--- src/rtl/residual_stream.sv ---
// Two-stage valid/ready residual pipeline (original - candidate) with block row tagging.
// Optional per-block SAD accumulator enabled by defining RESIDUAL_SAD_EN.
module residual_stream #(
  parameter int DATAWIDTH  = 8,
  parameter int NUM_LANES  = 8,
  parameter int BLOCK_ROWS = 8,
  parameter int SAD_WIDTH  = 14
) (
  input  logic                                 clock,
  input  logic                                 reset,
  input  logic                                 flush,
  input  logic                                 in_valid,
  output logic                                 in_ready,
  input  logic [NUM_LANES*DATAWIDTH-1:0]       original,
  input  logic [NUM_LANES*DATAWIDTH-1:0]       best_candidate,
  output logic                                 out_valid,
  input  logic                                 out_ready,
  output logic [NUM_LANES*(DATAWIDTH+1)-1:0]   out_residual,
  output logic                                 out_last,
  output logic [SAD_WIDTH-1:0]                 out_sad
);

  localparam int RW = DATAWIDTH + 1;
  localparam int CW = (BLOCK_ROWS > 1) ? $clog2(BLOCK_ROWS) : 1;
  localparam logic [CW-1:0] LAST_ROW = CW'(BLOCK_ROWS - 1);

  logic                          s1_valid;
  logic [NUM_LANES*DATAWIDTH-1:0] s1_orig;
  logic [NUM_LANES*DATAWIDTH-1:0] s1_cand;
  logic                          s1_last;
  logic                          s2_valid;
  logic [CW-1:0]                 row_cnt;
  logic                          s2_free;
  logic                          s1_adv;
  logic                          accept;
  logic [NUM_LANES*RW-1:0]       residual;

  assign s2_free   = !s2_valid || out_ready;
  assign s1_adv    = s1_valid && s2_free;
  assign in_ready  = !s1_valid || s2_free;
  assign accept    = in_valid && in_ready && !flush;
  assign out_valid = s2_valid;

  // Zero-extend both samples so the subtraction yields a signed DATAWIDTH+1 result.
  always_comb begin
    residual = '0;
    for (int k = 0; k < NUM_LANES; k++) begin
      residual[k*RW +: RW] = {1'b0, s1_orig[k*DATAWIDTH +: DATAWIDTH]}
                           - {1'b0, s1_cand[k*DATAWIDTH +: DATAWIDTH]};
    end
  end

  always_ff @(posedge clock or negedge reset) begin
    if (!reset) begin
      row_cnt <= '0;
    end else if (flush) begin
      row_cnt <= '0;
    end else if (accept) begin
      row_cnt <= (row_cnt == LAST_ROW) ? '0 : row_cnt + 1'b1;
    end
  end

  // A new beat may load in the same cycle the held one moves on to S2.
  always_ff @(posedge clock or negedge reset) begin
    if (!reset) begin
      s1_valid <= 1'b0;
      s1_orig  <= '0;
      s1_cand  <= '0;
      s1_last  <= 1'b0;
    end else if (flush) begin
      s1_valid <= 1'b0;
    end else if (accept) begin
      s1_valid <= 1'b1;
      s1_orig  <= original;
      s1_cand  <= best_candidate;
      s1_last  <= (row_cnt == LAST_ROW);
    end else if (s1_adv) begin
      s1_valid <= 1'b0;
    end
  end

  always_ff @(posedge clock or negedge reset) begin
    if (!reset) begin
      s2_valid     <= 1'b0;
      out_residual <= '0;
      out_last     <= 1'b0;
    end else if (flush) begin
      s2_valid <= 1'b0;
    end else if (s1_adv) begin
      s2_valid     <= 1'b1;
      out_residual <= residual;
      out_last     <= s1_last;
    end else if (out_ready) begin
      s2_valid <= 1'b0;
    end
  end

`ifdef RESIDUAL_SAD_EN
  logic                 s1_first;
  logic [SAD_WIDTH-1:0] beat_sum;

  always_ff @(posedge clock or negedge reset) begin
    if (!reset) begin
      s1_first <= 1'b0;
    end else if (accept) begin
      s1_first <= (row_cnt == '0);
    end
  end

  // Residual magnitude never exceeds 2^DATAWIDTH-1, so the low bits of the negation suffice.
  always_comb begin
    logic [RW-1:0] r;
    logic [RW-1:0] mag;
    beat_sum = '0;
    for (int k = 0; k < NUM_LANES; k++) begin
      r        = residual[k*RW +: RW];
      mag      = r[RW-1] ? (~r + 1'b1) : r;
      beat_sum = beat_sum + SAD_WIDTH'(mag[DATAWIDTH-1:0]);
    end
  end

  always_ff @(posedge clock or negedge reset) begin
    if (!reset) begin
      out_sad <= '0;
    end else if (flush) begin
      out_sad <= '0;
    end else if (s1_adv) begin
      out_sad <= s1_first ? beat_sum : out_sad + beat_sum;
    end
  end
`else
  assign out_sad = '0;
`endif

endmodule

--- config.mk ---
export PLATFORM = sky130hd
export DESIGN_NAME = residual_stream
export DESIGN_NICKNAME = d
export VERILOG_FILES = /design/src/rtl/residual_stream.sv
export SDC_FILE = /design/constraint.sdc
export NUM_CORES = 1
export LEC_CHECK = 0
export ABC_AREA = 1
export CAP_MARGIN = 20
export CORE_ASPECT_RATIO = 1.2
export CORE_MARGIN = 4
export CORE_UTILIZATION = 52
export CTS_CLUSTER_SIZE = 16
export DETAILED_ROUTE_END_ITERATION = 12
export GPL_TIMING_DRIVEN = 0
export PLACE_DENSITY_LB_ADDON = 0.25
export SLEW_MARGIN = 5
export SYNTH_ARGS = -nofsm -noshare
export SYNTH_HDL_FRONTEND = slang
export SYNTH_SLANG_ARGS = --single-unit
export TNS_END_PERCENT = 1
--- constraint.sdc ---
create_clock -name clock -period 1.89 [get_ports clock]
set_input_delay 0.189 -clock clock [delete_from_list [all_inputs] [get_ports clock]]
set_output_delay 0.189 -clock clock [all_outputs]
set_load 0.05 [all_outputs]
; ---- Word level (Yosys, flattened, before mapping)
; Cells that the tools add are included.
[op_classes]
addsub = 9
n_eq_ne = 1
muxes = 9
bitwise_logic = 1
n_reduce_logical = 13
[op_table]
columns = op, count
row1 = subtractor 8 x 8 -> 9 bit, 8
row2 = two-way mux 3 bit, 3
row3 = two-way mux 1 bit, 6
row4 = nonzero test 3 bit, 2
row5 = AND reduction 2 bit, 2
row6 = adder 3 x 1 -> 3 bit (second input constant), 1
row7 = == test 3 bit (second input constant), 1
row8 = logical AND 1 bit, 3
row9 = logical NOT 1 bit, 3
row10 = logical OR 1 bit, 2
row11 = nonzero test 2 bit, 1
row12 = inverter 1 bit, 1
[word_totals]
reg_bits = 207
in_bits = 133
out_inout_bits = 89
elab_cells = 41

; ---- Depth between registers and ports, before layout
; Gate-level depths: netlist of the first run.
[depth]
word_depth = 7
mapped_depth = 11
ltp_nobuf = 11

; ---- Worst setup path after synthesis of the first run
; OpenSTA, ideal clock, no wires.
[synth_timing]
path_type = register to register
from = reg s2_valid, in the netlist out_valid
to = reg s1_valid
setup_time_ps = 128
arrival_time_ps = 1695
t_required_ps = 1762
slack_ps = 66
path_stages_with_launch = 8
n_path_buf = 2
period_less_slack_ps = 1824
path_cell_list = dfrtp_1 inv_1 nor2_2 nand2_2 nand3_4 buf_2 buf_2 o31ai_1
[synth_between]
elab_chain_len = 7
word_cells_on_any_way = 9
classes_between = 2 x mux / 7 x reduce/logical
[synth_rtl]
columns = element, line_no
row1 = from (decl), 31  ; logic s2_valid;
row2 = from (signal assigned), 84  ; s2_valid <= 1'b0;
row3 = from (signal assigned), 88  ; s2_valid <= 1'b0;
row4 = from (signal assigned), 90  ; s2_valid <= 1'b1;
row5 = logical NOT 1 bit (*), 38  ; assign s2_free = !s2_valid || out_ready;
row6 = logical OR 1 bit (*), 38
row7 = logical OR 1 bit (*), 40  ; assign in_ready = !s1_valid || s2_free;
row8 = named net in_ready, 13  ; output logic in_ready,
row9 = logical AND 1 bit (*) (2 in a row), 41  ; assign accept = in_valid && in_ready && !flush;
row10 = two-way mux 1 bit, 72  ; end else if (accept) begin
row11 = two-way mux 1 bit, 70  ; end else if (flush) begin
row12 = to (signal assigned), 71  ; s1_valid <= 1'b0;
row13 = to (signal assigned), 73  ; s1_valid <= 1'b1;
row14 = to (signal assigned), 78  ; s1_valid <= 1'b0;
row15 = to (decl), 27  ; logic s1_valid;
; The timed path passes the listed nets; every way through them passes the cells marked *.
; A chain may end at the register's enable or synchronous reset.

; ---- Worst setup path after layout of the first run
[layout_timing]
from = reg out_residual[53]
to = out out_residual[53]
[layout_lines]
columns = element, line_no
row1 = from (decl), 18  ; output logic [NUM_LANES*(DATAWIDTH+1)-1:0] out_residual,
row2 = from (signal assigned), 91  ; out_residual <= residual;
; No word-level cell between the ends.

==> impl_metrics.toml, run 1 <==
[status]
run_status = "finished, final reports clean"

[place]
gp_congestion = 0.910
placedCellCount = 1818
dp_hpwl_mm = 21.5
pre_cts_ws_ns = -0.197
place_area_um2 = 13300
port_buffers = 207

[clocking]
cts_tree = "done"
cts_buffers = 22
clk_latency_ns = 0.50
clk_path_buf_depth = 3
path_clk_slew_ns = 0.06
cts_setup_buffers = 0
cts-htree-levels = 1
ctsRootBufferMaster = "clkbuf_16"
cts_sinks = 207

[setup_path]
critPathCaptureType = "output port"
criticalPathCategory = "reg2out"
rr_worst_depth = 7
crit_cells = 1
timing.critical_path.buf_inv = 1
crit_family = "buffers and inverters"
crit_chain = "clkdlybuf4s50_1"
required_ns = 1.70
critPathArrivalTime_ns = 1.68
crit_path_start_kind = "flop"
crit_fanout = 2
max_stage_delay_ns = 0.81
ff2ff_setup_slack_ns = 0.10
r2r_end = "s1_cand[29]"
rr_startpoint = "out_valid"
cpMaxStageDelayCell = "clkdlybuf4s50_1"

[drt]
dr.pass1.iters = 5
ant_nets = 0
drt-initial-drc-count = 420
wirelength_mm = 29.2
drc = 0
viasPerCell = 5.08
wire_per_inst_um = 15.8
vias = 9434

[synth]
avgSynthCellArea_um2 = 8.08
synth_seq_cells = 207
yosysWarnings = 0
netlist_area_um2 = 10800
synthCells = 1331
ys_types = 28
ys_seq_area_share_pct = 48.2

[pwr]
p_leak_nw = 7.74
ir_worst_vdd_mv = 0.765
power_mw = 17.0
power_frac_comb_pct = 38.3
p_int_mw = 10.4
power.density_nw_per_um2 = 1210
seqPwrFrac_pct = 34.7
switchingPower_mw = 6.63
clkPwrFrac_pct = 27.0
switching_share_pct = 38.9

[final_layout]
finalNetCount = 1785
n_antenna_cell = 0
final_cell_area_um2 = 14100
area_growth_pct = 30.8
instances_no_fill = 1856
final_core_util_pct = 69.2
final_layout_size_suffix_gt1_share_pct = 5.85

[global_routing]
track_usage_pct = 25.3
grt_pass1_wl_mm = 47.1
grt_pass1_vias = 9601
antenna_found_initial = 0
overflow = 0
grt_max_degree = 78

[floorplanning]
start_util_pct = 52.9
die-area_um2 = 23100
rows = 57
die_x_um = 139
dieHeight_um = 166
core_area_um2 = 20300
ios = 222

[sta]
timing.setup.tns_ns = 0
hold_violations = 0
holdWs_ns = 0.191
rsz0062_at_grt = "false"
finalCritPeriodShare_pct = 98.6
period_minus_slack_ns = 1.86
finalMaxSlewViolations = 0
tightest_slew_ns = 0.669
max_freq_mhz = 536
slew_headroom_pct = 55.4
timing.final.ws_setup_ns = 0.0258
finClkSkew_ns = 0.00705
setup_viol = 0

[worst_hold_path]
min-delay-path-class = "in2async"

[run]
maxCapViolCount = 0
[cell type report]
cell class                 instances  area, µm²
buffer                            57        335
clock buffer                      29        618
clock inverter                     8        146
fill                            1683       6260
inverter                         221        830
multi-input combinational        859       4470
sequential                       207       5180
tap                              265        332
timing repair buffer             210       2150
[how the worst max path moves through the flow]
stage / startpoint / endpoint
6_report: out_residual[53] / out_residual[53]
4_1_cts: out_valid / in_ready
3_5_place_dp: out_ready / s1_cand[32]
3_3_place_gp: reset / out_residual[24]
2_1_floorplan: out_valid / s1_valid
5_1_grt: out_valid / out_residual[68]
[cell families (layout without fill, tap and decap cells)]
| group | Yosys count | count (layout) | share of synthesized area [%] |
|---|---|---|---|
| AOI/OAI and AO/OA | 210 | 210 | 9.86 |
| xor gates and xnor gates | 16 | 16 | 1.30 |
| adders and majority gates | 74 | 74 | 9.17 |
| buffers and inverters | 278 | 525 | 10.8 |
| DFF | 207 | 207 | 48.2 |
| other | 1 | 14 | 0.0349 |
| and+or+nand+nor | 545 | 545 | 20.7 |
[Yosys cell counts, drive strengths merged]
master,number,area [µm²]
nand3b,11,82.6
nand3,68,353
nor2,113,427
nor3,1,10.0
o31ai,2,15.0
xnor2,3,26.3
clkbuf,13,48.8
o21ai,101,505
conb,1,3.75
nand2,339,1270
o21bai,2,15.0
dfrtp,207,5180
and2,6,37.5
fa,8,160
buf,44,279
xor2,13,114
nand4,2,12.5
inv,221,830
ha,66,826
a21oi,105,526
or2,5,31.3
[sequential cells by signal, indices dropped and copies added, names as in the netlist]
register	cells
s1_orig	64
out_valid	1
row_cnt	3
out_residual	72
s1_cand	64
out_last	1
s1_valid	1
s1_last	1
[placed cells by master, fill, tap and decap left out, drive strengths merged, types with 11 or more instances in the layout]
cell type      netlist  final
nand3b              11     11
dlygate4sd2          0     30
nand3               68     68
inv                221    221
clkdlybuf4s50        0    154
clkbuf              13     46
a21oi              105    105
nand2              339    339
dlymetal6s2s         0     21
o21ai              101    101
buf                 44     44
nor2               113    113
dfrtp              207    207
ha                  66     66
conb                 1     14
xor2                13     13
[power groups by stage]
stage	logic, mW	clock network, mW	registers [mW]
finish	6.53	4.59	5.91
floorplan	2.55	0	7.78
global placement	6.52	0	5.97
CTS	6.57	4.65	5.91
detailed placement	6.68	0	5.98
global route	7.15	4.84	6.00
[metal layers]
layer  global-route usage (%)  part of all wire [%]  wire, µm
met4                     8.27                   3.2       947
met2                     46.1                    51     14900
met1                     30.9                    40     11600
met5                        0                     0         0
met3                     3.74                   6.2      1810
[what timing repair did]
item	in CTS	in global routing
pin swaps	0	0
hold buffers	1	0
endpoints found under the hold margin	54	0
gates cloned	0	0
endpoints found under the setup margin	31	63
gates resized for setup	31	27
Note: power is estimated with default switching activity, not from simulation.
==> run 2: changes to the inputs <==
--- a/config.mk
+++ b/config.mk
@@ -6,8 +6,7 @@
 export NUM_CORES = 1
 export LEC_CHECK = 0
 export ABC_AREA = 1
-export CAP_MARGIN = 20
-export CORE_ASPECT_RATIO = 1.2
+export CAP_MARGIN = 10
 export CORE_MARGIN = 4
 export CORE_UTILIZATION = 52
 export CTS_CLUSTER_SIZE = 16
==> constraint.sdc (replaced) <==
create_clock -name clock -period 2.1 [get_ports clock]
set_input_delay 0.21 -clock clock [delete_from_list [all_inputs] [get_ports clock]]
set_output_delay 0.21 -clock clock [all_outputs]
set_load 0.05 [all_outputs]
==> impl_metrics.toml, run 2 (same netlist as run 1, synthesis figures left out) <==
[status]
run_status = "finished, final reports clean"

[place]
dp_hpwl_mm = 21.1
place_area_um2 = 13200
pre_cts_ws_ns = 0.0987
placedCellCount = 1822
port_buffers = 207
gp_congestion = 0.882

[final_layout]
final_core_util_pct = 68.9
finalNetCount = 1785
instances_no_fill = 1864
final_cell_area_um2 = 14000
layout_common_cells = "nand2_1 (338), inv_1 (219), dfrtp_1 (207)"
final_common_cell = "nand2_1"
regMostFlops = "out_residual"
top_regs = "out_residual x72, s1_cand x64, s1_orig x64"
area_growth_pct = 30.1
n_antenna_cell = 0
final_layout_size_suffix_gt1_share_pct = 5.65
largest_reg_flops = 72

[floorplanning]
die_x_um = 152
rows = 52
dieHeight_um = 152
start_util_pct = 53.0
ios = 222
core_area_um2 = 20300
die-area_um2 = 23100

[clocking]
clk_path_buf_depth = 3
cts_setup_buffers = 0
cts_sinks = 207
clk_latency_ns = 0.50
cts-htree-levels = 1
cts_buffers = 23
cts_tree = "done"
ctsRootBufferMaster = "clkbuf_16"
path_clk_slew_ns = 0.06

[drt]
drc = 0
wire_per_inst_um = 15.6
drt-initial-drc-count = 527
wirelength_mm = 29.0
vias = 9411
dr.pass1.iters = 5
viasPerCell = 5.05
ant_nets = 0

[sta]
max_freq_mhz = 515
finalCritPeriodShare_pct = 92.5
rsz0062_at_grt = "false"
tightest_slew_ns = 0.903
slew_headroom_pct = 39.8
finalMaxSlewViolations = 0
timing.setup.tns_ns = 0
holdWs_ns = 0.261
period_minus_slack_ns = 1.94
hold_violations = 0
timing.final.ws_setup_ns = 0.156
finClkSkew_ns = 0.0148
setup_viol = 0

[pwr]
power_frac_comb_pct = 39.4
clkPwrFrac_pct = 25.7
p_leak_nw = 7.39
p_int_mw = 9.31
switching_share_pct = 39.0
power.density_nw_per_um2 = 1090
ir_worst_vdd_mv = 0.692
seqPwrFrac_pct = 34.9
switchingPower_mw = 5.94
power_mw = 15.3

[run]
maxCapViolCount = 0

[setup_path]
critPathArrivalTime_ns = 1.73
crit_fanout = 2
rr_startpoint = "s1_cand[24]"
max_stage_delay_ns = 0.83
crit_family = "buffers and inverters"
ff2ff_setup_slack_ns = 0.36
criticalPathCategory = "reg2out"
crit_path_start_kind = "flop"
r2r_end = "out_residual[35]"
critPathCaptureType = "output port"
timing.critical_path.buf_inv = 1
cpMaxStageDelayCell = "clkdlybuf4s50_1"
required_ns = 1.89
crit_chain = "clkdlybuf4s50_1"
rr_worst_depth = 8

[global_routing]
overflow = 0
track_usage_pct = 24.6
grt_max_degree = 117
grt_pass1_vias = 9385
antenna_found_initial = 1
grt_pass1_wl_mm = 46.8

[worst_hold_path]
min_delay_path_depth = 3
min-delay-path-class = "in2reg"
min-delay-start = "original[18]"
min_to = "s1_orig[18]"
[run 2: cell types whose count changed in the layout (fill, tap and decap cells not counted), moves of 3 or more]
cell	change
clkbuf_1	+4
bufinv_16	-3
clkdlybuf4s50_1	+51
buf_2	+3
dlygate4sd2_1	-29
clkbuf_8	+4
clkbuf_4	-3
dlymetal6s2s_1	-21
[run 2: power groups by stage]
stage               clock network [mW]  registers, mW  logic [mW]
floorplan                            0           7.00        2.30
global placement                     0           5.37        5.85
detailed placement                   0           5.37        5.99
CTS                               3.98           5.32        6.03
global route                      4.13           5.41        6.54
finish                            3.92           5.33        6.01
[run 2: final cells by class]
cell class / instances / area, µm²
fill: 1656 / 6310
inverter: 221 / 830
buffer: 57 / 328
multi-input combinational: 859 / 4470
clock buffer: 37 / 688
clock inverter: 4 / 45.0
timing repair buffer: 209 / 2110
sequential: 207 / 5180
tap: 270 / 338
[run 2: what timing repair did]
action                                  in CTS  in global routing
hold endpoints to repair                   115                  0
hold buffers                                 1                  0
endpoints found under the setup margin       1                  0
resized for setup                            1                  0
[run 2: how the worst max path moves through the flow]
stage | from | to | depth (start not counted)
2_1_floorplan | out_valid | s1_valid | 7
3_3_place_gp | reset | out_residual[6] | 1
3_5_place_dp | out_ready | out_residual[54] | 6
4_1_cts | out_residual[65] | out_residual[65] | 1
5_1_grt | out_residual[66] | out_residual[66] | 1
6_report | out_residual[66] | out_residual[66] | 1
[run 2: worst register-to-register path, delay by kind of cell, from the launching register on]
| kind | cells | cell delay (ns) |
|---|---|---|
| fa+ha+maj | 2 | 0.62 |
| flops | 1 | 0.38 |
| simple gates | 4 | 0.32 |
| compound gates | 1 | 0.24 |
| buf+inv | 1 | 0.07 |
[run 2: routing by layer]
| metal | routed length (µm) | global-route usage, % |
|---|---|---|
| met1 | 12600 | 32.8 |
| met2 | 13900 | 41.8 |
| met3 | 1850 | 5.18 |
| met4 | 678 | 5.69 |
| met5 | 19 | 0 |
